## src/rtl/sal4_control_unit.sv

```systemverilog
// Salamander-4 multi-cycle sequencer: FETCH/DECODE/EXEC/WB control, PC ownership,
// fetch handshake with timeout fault, halt and illegal-op reporting.
module sal4_control_unit #(
  parameter int PC_WIDTH      = 8,
  parameter int FETCH_TIMEOUT = 15
) (
  input  logic                CLK,
  input  logic                RST,
  input  logic                START,
  input  logic                INSTR_VALID,
  input  logic [3:0]          OP_CODE,
  input  logic [3:0]          MEM_OP,
  input  logic [7:0]          OPERAND,
  input  logic [3:0]          LEFT_OPERAND,
  input  logic [3:0]          RIGHT_OPERAND,
  input  logic                ZERO,
  output logic [PC_WIDTH-1:0] PC,
  output logic                IMEM_RE,
  output logic                IR_LOAD,
  output logic                ID_CE,
  output logic                ALU_CE,
  output logic                ACC_CE,
  output logic [1:0]          ACC_SRC,
  output logic                REG_WE,
  output logic [3:0]          REG_WADDR,
  output logic [3:0]          REG_RADDR,
  output logic                BUSY,
  output logic                HALTED,
  output logic                FAULT,
  output logic                ILLEGAL
);

  typedef enum logic [2:0] {
    S_IDLE, S_FETCH, S_DECODE, S_EXEC, S_WB, S_HALT
  } state_t;

  state_t              state_q, state_d;
  logic [PC_WIDTH-1:0] pc_q, pc_d;
  logic [7:0]          tmo_q, tmo_d;
  logic                fault_q, fault_d;
  logic [3:0]          raddr_q, raddr_d;

  logic                known_op;
  logic                alu_like;
  logic [PC_WIDTH-1:0] jmp_tgt;
  logic [PC_WIDTH-1:0] pc_inc;

  assign known_op = (MEM_OP <= 4'h5) || (MEM_OP == 4'hF);
  // Unknown memory ops fall back to plain ALU behaviour in WB.
  assign alu_like = (MEM_OP == 4'h0) || !known_op;
  assign jmp_tgt  = PC_WIDTH'(OPERAND);
  assign pc_inc   = pc_q + PC_WIDTH'(1);

  always_comb begin
    state_d = state_q;
    pc_d    = pc_q;
    tmo_d   = tmo_q;
    fault_d = fault_q;
    raddr_d = raddr_q;
    case (state_q)
      S_IDLE: begin
        if (START) begin
          state_d = S_FETCH;
          pc_d    = '0;
        end
      end
      S_FETCH: begin
        if (INSTR_VALID) begin
          tmo_d   = '0;
          state_d = S_DECODE;
        end else if (tmo_q + 8'd1 == 8'(FETCH_TIMEOUT)) begin
          tmo_d   = '0;
          fault_d = 1'b1;
          state_d = S_HALT;
        end else begin
          tmo_d = tmo_q + 8'd1;
        end
      end
      S_DECODE: state_d = S_EXEC;
      S_EXEC: begin
        raddr_d = RIGHT_OPERAND;
        state_d = S_WB;
      end
      S_WB: begin
        state_d = S_FETCH;
        case (MEM_OP)
          4'h4:    pc_d = jmp_tgt;
          4'h5:    pc_d = ZERO ? jmp_tgt : pc_inc;
          4'hF:    state_d = S_HALT;
          default: pc_d = pc_inc;
        endcase
      end
      S_HALT:  state_d = S_HALT;
      default: state_d = S_IDLE;
    endcase
  end

  always_ff @(posedge CLK) begin
    if (RST) begin
      state_q <= S_IDLE;
      pc_q    <= '0;
      tmo_q   <= '0;
      fault_q <= 1'b0;
      raddr_q <= '0;
    end else begin
      state_q <= state_d;
      pc_q    <= pc_d;
      tmo_q   <= tmo_d;
      fault_q <= fault_d;
      raddr_q <= raddr_d;
    end
  end

  // Strobes are qualified by the current state so none can leak into another phase.
  assign PC        = pc_q;
  assign IMEM_RE   = (state_q == S_FETCH);
  assign IR_LOAD   = (state_q == S_FETCH) && INSTR_VALID;
  assign ID_CE     = (state_q == S_DECODE);
  assign ALU_CE    = (state_q == S_EXEC) && (OP_CODE != 4'h0);
  assign ILLEGAL   = (state_q == S_EXEC) && !known_op;
  assign ACC_CE    = (state_q == S_WB) &&
                     ((MEM_OP == 4'h1) || (MEM_OP == 4'h2) || (alu_like && (OP_CODE != 4'h0)));
  assign ACC_SRC   = ((state_q == S_WB) && (MEM_OP == 4'h1)) ? 2'd1 :
                     ((state_q == S_WB) && (MEM_OP == 4'h2)) ? 2'd2 : 2'd0;
  assign REG_WE    = (state_q == S_WB) && (MEM_OP == 4'h3);
  assign REG_WADDR = REG_WE ? LEFT_OPERAND : 4'h0;
  assign REG_RADDR = (state_q == S_EXEC) ? RIGHT_OPERAND :
                     (state_q == S_WB)   ? raddr_q : 4'h0;
  assign BUSY      = (state_q == S_FETCH) || (state_q == S_DECODE) ||
                     (state_q == S_EXEC)  || (state_q == S_WB);
  assign HALTED    = (state_q == S_HALT);
  assign FAULT     = fault_q;

endmodule

```

## config.mk

```make
export PLATFORM = sky130hd
export DESIGN_NAME = sal4_control_unit
export DESIGN_NICKNAME = d
export VERILOG_FILES = /design/src/rtl/sal4_control_unit.sv
export SDC_FILE = /design/constraint.sdc
export NUM_CORES = 1
export LEC_CHECK = 0
export CORE_UTILIZATION = 35
export CTS_BUF_LIST = sky130_fd_sc_hd__clkbuf_4
export DETAILED_ROUTE_END_ITERATION = 12
export GPL_TIMING_DRIVEN = 0
export PLACE_DENSITY_LB_ADDON = 0.1
export RECOVER_POWER = 50
export SYNTH_ARGS = -nofsm -noshare
export SYNTH_HDL_FRONTEND = slang
export SYNTH_SLANG_ARGS = --single-unit
```

## constraint.sdc

```tcl
create_clock -name CLK -period 2.57 [get_ports CLK]
set_clock_uncertainty 0.1 [all_clocks]
set_input_delay 0.514 -clock CLK [delete_from_list [all_inputs] [get_ports CLK]]
set_output_delay 0.514 -clock CLK [all_outputs]
set_load 0.03 [all_outputs]
```

# Word-level counts from Yosys, hierarchy flattened

Cells that the tools add are included.

Bits in registers: 24
Input bits: 29
Output and inout port bits: 28
Word-level logic and storage cells: 63

$add $sub $neg: 2
$lt $le $gt $ge: 1
Eq/ne operators: 15
Multiplexer cells: 16
Bitwise gates (word level): 1
Reduce and logical (&&, ||, !) cells: 23

Operators with widths:

| cell                                                                             | count |
|---|---|
| 8-bit two-way mux                                                                | 4 |
| 8-bit case mux with 3 select lines                                               | 1 |
| 3-bit case mux with 6 select lines                                               | 1 |
| 8-bit by 1-bit adder with 8-bit output, second input constant                    | 2 |
| 8-bit case mux with 2 select lines                                               | 1 |
| 3-bit two-way mux                                                                | 4 |
| 4-bit two-way mux                                                                | 3 |
| 4-bit by 2-bit equality test with 1-bit output, second input constant            | 2 |
| 4-bit by 3-bit equality test with 1-bit output, second input constant            | 2 |
| 8-bit by 4-bit equality test with 1-bit output, second input constant            | 1 |
| 1-bit logical AND                                                                | 8 |
| 1-bit logical OR                                                                 | 7 |
| 3-bit by 2-bit equality test with 1-bit output, second input constant            | 2 |
| 3-bit equality test, second input constant                                       | 2 |
| 3-bit AND reduction                                                              | 2 |
| 4-bit by 1-bit equality test with 1-bit output, second input constant            | 1 |
| 4-bit equality test, second input constant                                       | 1 |
| 4-bit by 3-bit less-or-equal comparator with 1-bit output, second input constant | 1 |
| 4-bit logical NOT                                                                | 1 |
| 2-bit two-way mux                                                                | 2 |
| 2-bit != test, second input constant                                             | 2 |
| 4-bit nonzero test                                                               | 1 |
| 3-bit by 1-bit equality test with 1-bit output, second input constant            | 1 |
| 3-bit logical NOT                                                                | 1 |
| other kinds (5)                                                                  | 5 |

# Depth between registers and ports, before layout

Depth in word-level cells: 7
Mapped depth: 8
Gate-level depth less buffers: 7

# Worst setup path after synthesis

OpenSTA, ideal clock, no wires.

Kind: reg2out
Start point: reg state_q[1]
End point: out REG_WADDR[0]
Arrival: 1.800 ns
Required time: 1.956 ns
Setup slack: 0.156 ns
Cell stages (with the launch flop): 6
Path buffers: 1
Path through: dfxtp_1 -> clkbuf_1 -> nor3b_2 -> nand2_1 -> nor2_1 -> and2_1

Longest elaborated chain between the ends: 3

Ends and longest elaborated chain:

| what                     | RTL line | text |
|---|---|---|
| start: declaration       | 37       | `state_t state_q, state_d;` |
| start signal: assignment | 106      | `state_q <= state_d;` |
| 3-bit equality test      | 125      | `assign REG_WE = (state_q == S_WB) && (MEM_OP == 4'h3);` |
| 1-bit logical AND        | 125      |  |
| via REG_WE               | 24       | `output logic REG_WE,` |
| 4-bit two-way mux        | 126      | `assign REG_WADDR = REG_WE ? LEFT_OPERAND : 4'h0;` |
| end: declaration         | 25       | `output logic [3:0] REG_WADDR,` |

The timed path passes the listed nets, and every way through them passes these cells.

# Worst setup path in the final report

Start point: in OP_CODE[1]
End point: out ALU_CE

Longest elaborated chain between the ends: 2

Ends and longest elaborated chain:

| what               | RTL line | text |
|---|---|---|
| start: declaration | 11       | `input logic [3:0] OP_CODE,` |
| 4-bit nonzero test | 119      | `assign ALU_CE = (state_q == S_EXEC) && (OP_CODE != 4'h0);` |
| 1-bit logical AND  | 119      |  |
| end: declaration   | 21       | `output logic ALU_CE,` |

Every way passes these cells.

==> metrics.md <==
| Metric | Value |
|---|---|
| First drt pass iteration count | `4` |
| Worst Tran Pin Value | `0.599 ns` |
| Global routing usage on met3 | `0.0483` |
| Tmin final | `between 2 and 3 ns` |
| Final max-slew violation count | `0` |
| Initial Util | `0.373` |
| Async S/R FF share, synth | `0` |
| Fmax achieved | `398 MHz` |
| Starting DRT DRC Count | `about 110` |
| Post-synth EDFFs | `0` |
| Largest net degree at the start of global routing | `13` |
| FF-to-FF End | `FAULT$_SDFFE_PP0P_` |
| Width of the die | `68.2 um` |
| Count leader, synth | `nand2_1` |
| FILL cells | `between 400 and 500` |
| Worst Path Required | `between 1.5 and 2 ns` |
| GRT Overall Usage | `0.174` |
| Finished Core Util | `0.525` |
| Vias | `between 1.5k and 2k` |
| Crit path launch type | `input pin` |
| Power Density | `342 mW/mm^2` |
| Synth-to-Final Area Change | `40.8%` |
| DR WL/cell | `approximately 12 um` |
| Die Y | `68.2 um` |
| Synth unique cells | `47` |
| I/O pin count | `57` |
| Cts bufs inserted | `3` |
| Most instantiated cells after synthesis | `29 x nand2_1, 24 x dfxtp_1, 23 x a21oi_1` |
| First-pass GRT wire length | `6190 um` |
| Hold slack | `between 0.3 and 0.4 ns` |
| Num rows | `23` |
| Die area | `about 0.0047 mm^2` |
| Ant. Diodes | `0` |
| CP peak stage delay | `0.54 ns` |
| R2r worst-path depth | `6` |
| H-tree depth | `1` |
| Post-synthesis simple-gate area fraction | `0.343` |
| GR peak layer | `met2` |
| Drt via density | `approximately 5.1` |
| Initial antenna violation count | `0` |
| Post-route antenna net violation count | `0` |
| Setup tns final | `0 ns` |
| Inst Count DP | `315` |
| Hold-critical path depth | `2` |
| Crit Path Category | `in -> out` |
| Sequential fraction of the synthesis area | `0.313` |
| Clock sink count | `24` |
| Reg-to-Reg Start | `tmo_q[0]$_SDFFE_PP0N_` |
| Root buf cell | `clkbuf_4` |
| Multiplexer share of the synthesized area | `0.0131` |
| Total grt overflow | `0` |
| Max VDD drop | `169 uV` |
| Status | `finished clean` |
| Syn Nets | `241` |
| Flop-to-flop setup slack | `around 0.36 ns` |
| Core area | `0.00412 mm^2` |
| Synth Area in Adders | `0.0245` |
| Synth Register Bits | `24` |
| DRC viols | `0` |
| Main flop type after synthesis | `dfxtp_1` |
| Critical-path cell list | `clkdlybuf4s50_1 > or4_4 > and2_1 > clkdlybuf4s15_2` |
| Met1 GRT Util | `0.228` |
| Area share of the largest cell type after synthesis | `0.313` |
| Vias in the first global route | `1431` |
| Headroom to the max-slew limit | `0.599` |
| CTS tree | `built` |
| Final worst slack | `between 0.05 and 0.06 ns` |
| Detailed placement HPWL | `2800 um` |
| Endpoints failing setup | `0` |
| Layout Nets | `302` |
| Area contributors post-synth | `dfxtp_1 31%, a21oi_1 7.5%, nand2_1 7.1%` |
| Worst EP arrival | `1.90 ns` |
| Hold path endpoint | `FAULT$_SDFFE_PP0P_` |
| Layout cell share with drive strength beyond 1 | `0.112` |
| CTS max path bufs | `2` |
| Final GP Congestion | `0.854` |
| Final cell count without fillers | `318` |
| Crit-path max FO | `3` |
| Post-Route WL | `3740 um` |
| Post-Synthesis Cell Area | `0.00153 mm^2` |
| Multi-input gate area | `975 um^2` |
| Ys Warns | `0` |
| Hold_buf cts | `0` |
| Cell count after synthesis | `209` |
| Worst setup EP type | `primary output` |
| Fin. Hold Viols | `0` |
| Area leader, netlist | `dfxtp_1` |
| Syn avg cell area | `7.34 um^2` |
| Largest family of logic cells by synthesized area | `simple AND/OR/NAND/NOR gates` |
| Input/output buffers | `56` |
| Synth Area in Compound Gates | `0.214` |
| HP Class | `reg -> reg` |
| Leak | `0.837 nW` |
| Final Cycle Share | `0.977` |
| Dpl ws | `-0.391 ns` |
| Max_cap viols | `0` |
| Register Area | `482 um^2` |
| HP Start | `FAULT$_SDFFE_PP0P_` |
| Slowest stage cell, crit path | `or4_4` |
| Clock latency on the worst-skew pair | `0.31 ns` |
| Synth Area in XOR/XNOR | `0.0285` |
| Met2 Usage GRT | `0.281` |
| CTS clock-pin slew for the worst setup and hold paths | `0.13 ns` |
-- cell type report --
class / count / share of cell area
plain buffers: 8 / 0.0226
clock buffers: 3 / 0.0104
inverters: 10 / 0.0174
multi-input cells: 166 / 0.451
flip-flops and latches: 24 / 0.223
well taps: 50 / 0.0290
repair buffers: 57 / 0.246
-- power by group --
group	leakage, nW	switching [W]	internal (W)
registers	0.194	0.00000857	0.000379
clock network	0.0138	0.000113	0.0000548
logic	0.629	0.0000988	0.0000840
total	0.837	0.000220	0.000518
-- repair_timing --
item | in CTS | in global routing
buffers inserted | 1 | 0
resized for setup | 35 | 20
pin swaps | 1 | 0
gates cloned | 0 | 0
endpoints found under the setup margin | 18 | 13
-- cells in the final DEF, fill, tap and decap left out, types with 3 or more instances in the layout --
master           Yosys  routed
or3_1                4       4
nor3_1              10      10
clkdlybuf4s15_2      0       3
clkbuf_1             4       4
clkbuf_4             0       3
nand2_1             29      29
nor2_1              19      16
and2_1               8       8
ha_1                 3       3
nor2b_1              4       4
clkbuf_2             0       4
dlygate4sd3_1        0      10
xor2_1               4       4
dlygate4sd2_1        0       7
nand3_1              7       7
inv_1                9       9
o22ai_1              4       4
clkdlybuf4s50_1      0      28
nand2b_1             3       3
o21ai_0             10       8
a21oi_1             23      23
dfxtp_1             24      23
buf_2                2       4
-- kinds of logic (layout without fill, tap and decap cells) --
group / after synthesis / after routing
xor+xnor: 5 / 5
simple gates: 102 / 102
buf+inv: 19 / 78
mux: 2 / 2
flops: 24 / 24
fa+ha+maj: 3 / 3
compound gates: 54 / 54
-- state kept, by name (all words and copies together), names as in the netlist --
name and count:
tmo_q 8, state_q 3, raddr_q 4, PC 8, FAULT 1
-- worst max-delay path, delay by kind of cell --
| family | cells | cell delay, ns |
|---|---|---|
| and+or+nand+nor | 2 | 0.71 |
| buffers and inverters | 2 | 0.66 |
-- metrics by stage --
stage	power [W]	area [um^2]
6_report	0.000739	2160
3_3_place_gp	0.000583	2160
3_5_place_dp	0.000582	2160
2_1_floorplan	0.000495	1530
4_1_cts	0.000750	2180
5_1_grt	0.000786	2160
-- layer usage --
layer,up-vias,share of wire
li1,861,-
met1,709,0.48
met2,49,0.45
met3,2,0.062
met4,0,0.0067
met5,-,0
-- worst max path at each step --
| stage | endpoint | startpoint | slack (ns) |
|---|---|---|---|
| 2_1_floorplan | REG_WADDR[0] | state_q[1]$_SDFFE_PP0P_ | 0.16 |
| 3_3_place_gp | REG_WADDR[1] | MEM_OP[3] | -0.38 |
| 3_5_place_dp | ACC_CE | OP_CODE[1] | -0.39 |
| 4_1_cts | ILLEGAL | state_q[1]$_SDFFE_PP0P_ | 0.004 |
| 5_1_grt | REG_WADDR[3] | MEM_OP[3] | -0.01 |
| 6_report | ALU_CE | OP_CODE[1] | 0.06 |
Note: power is estimated with default switching activity, not from simulation.
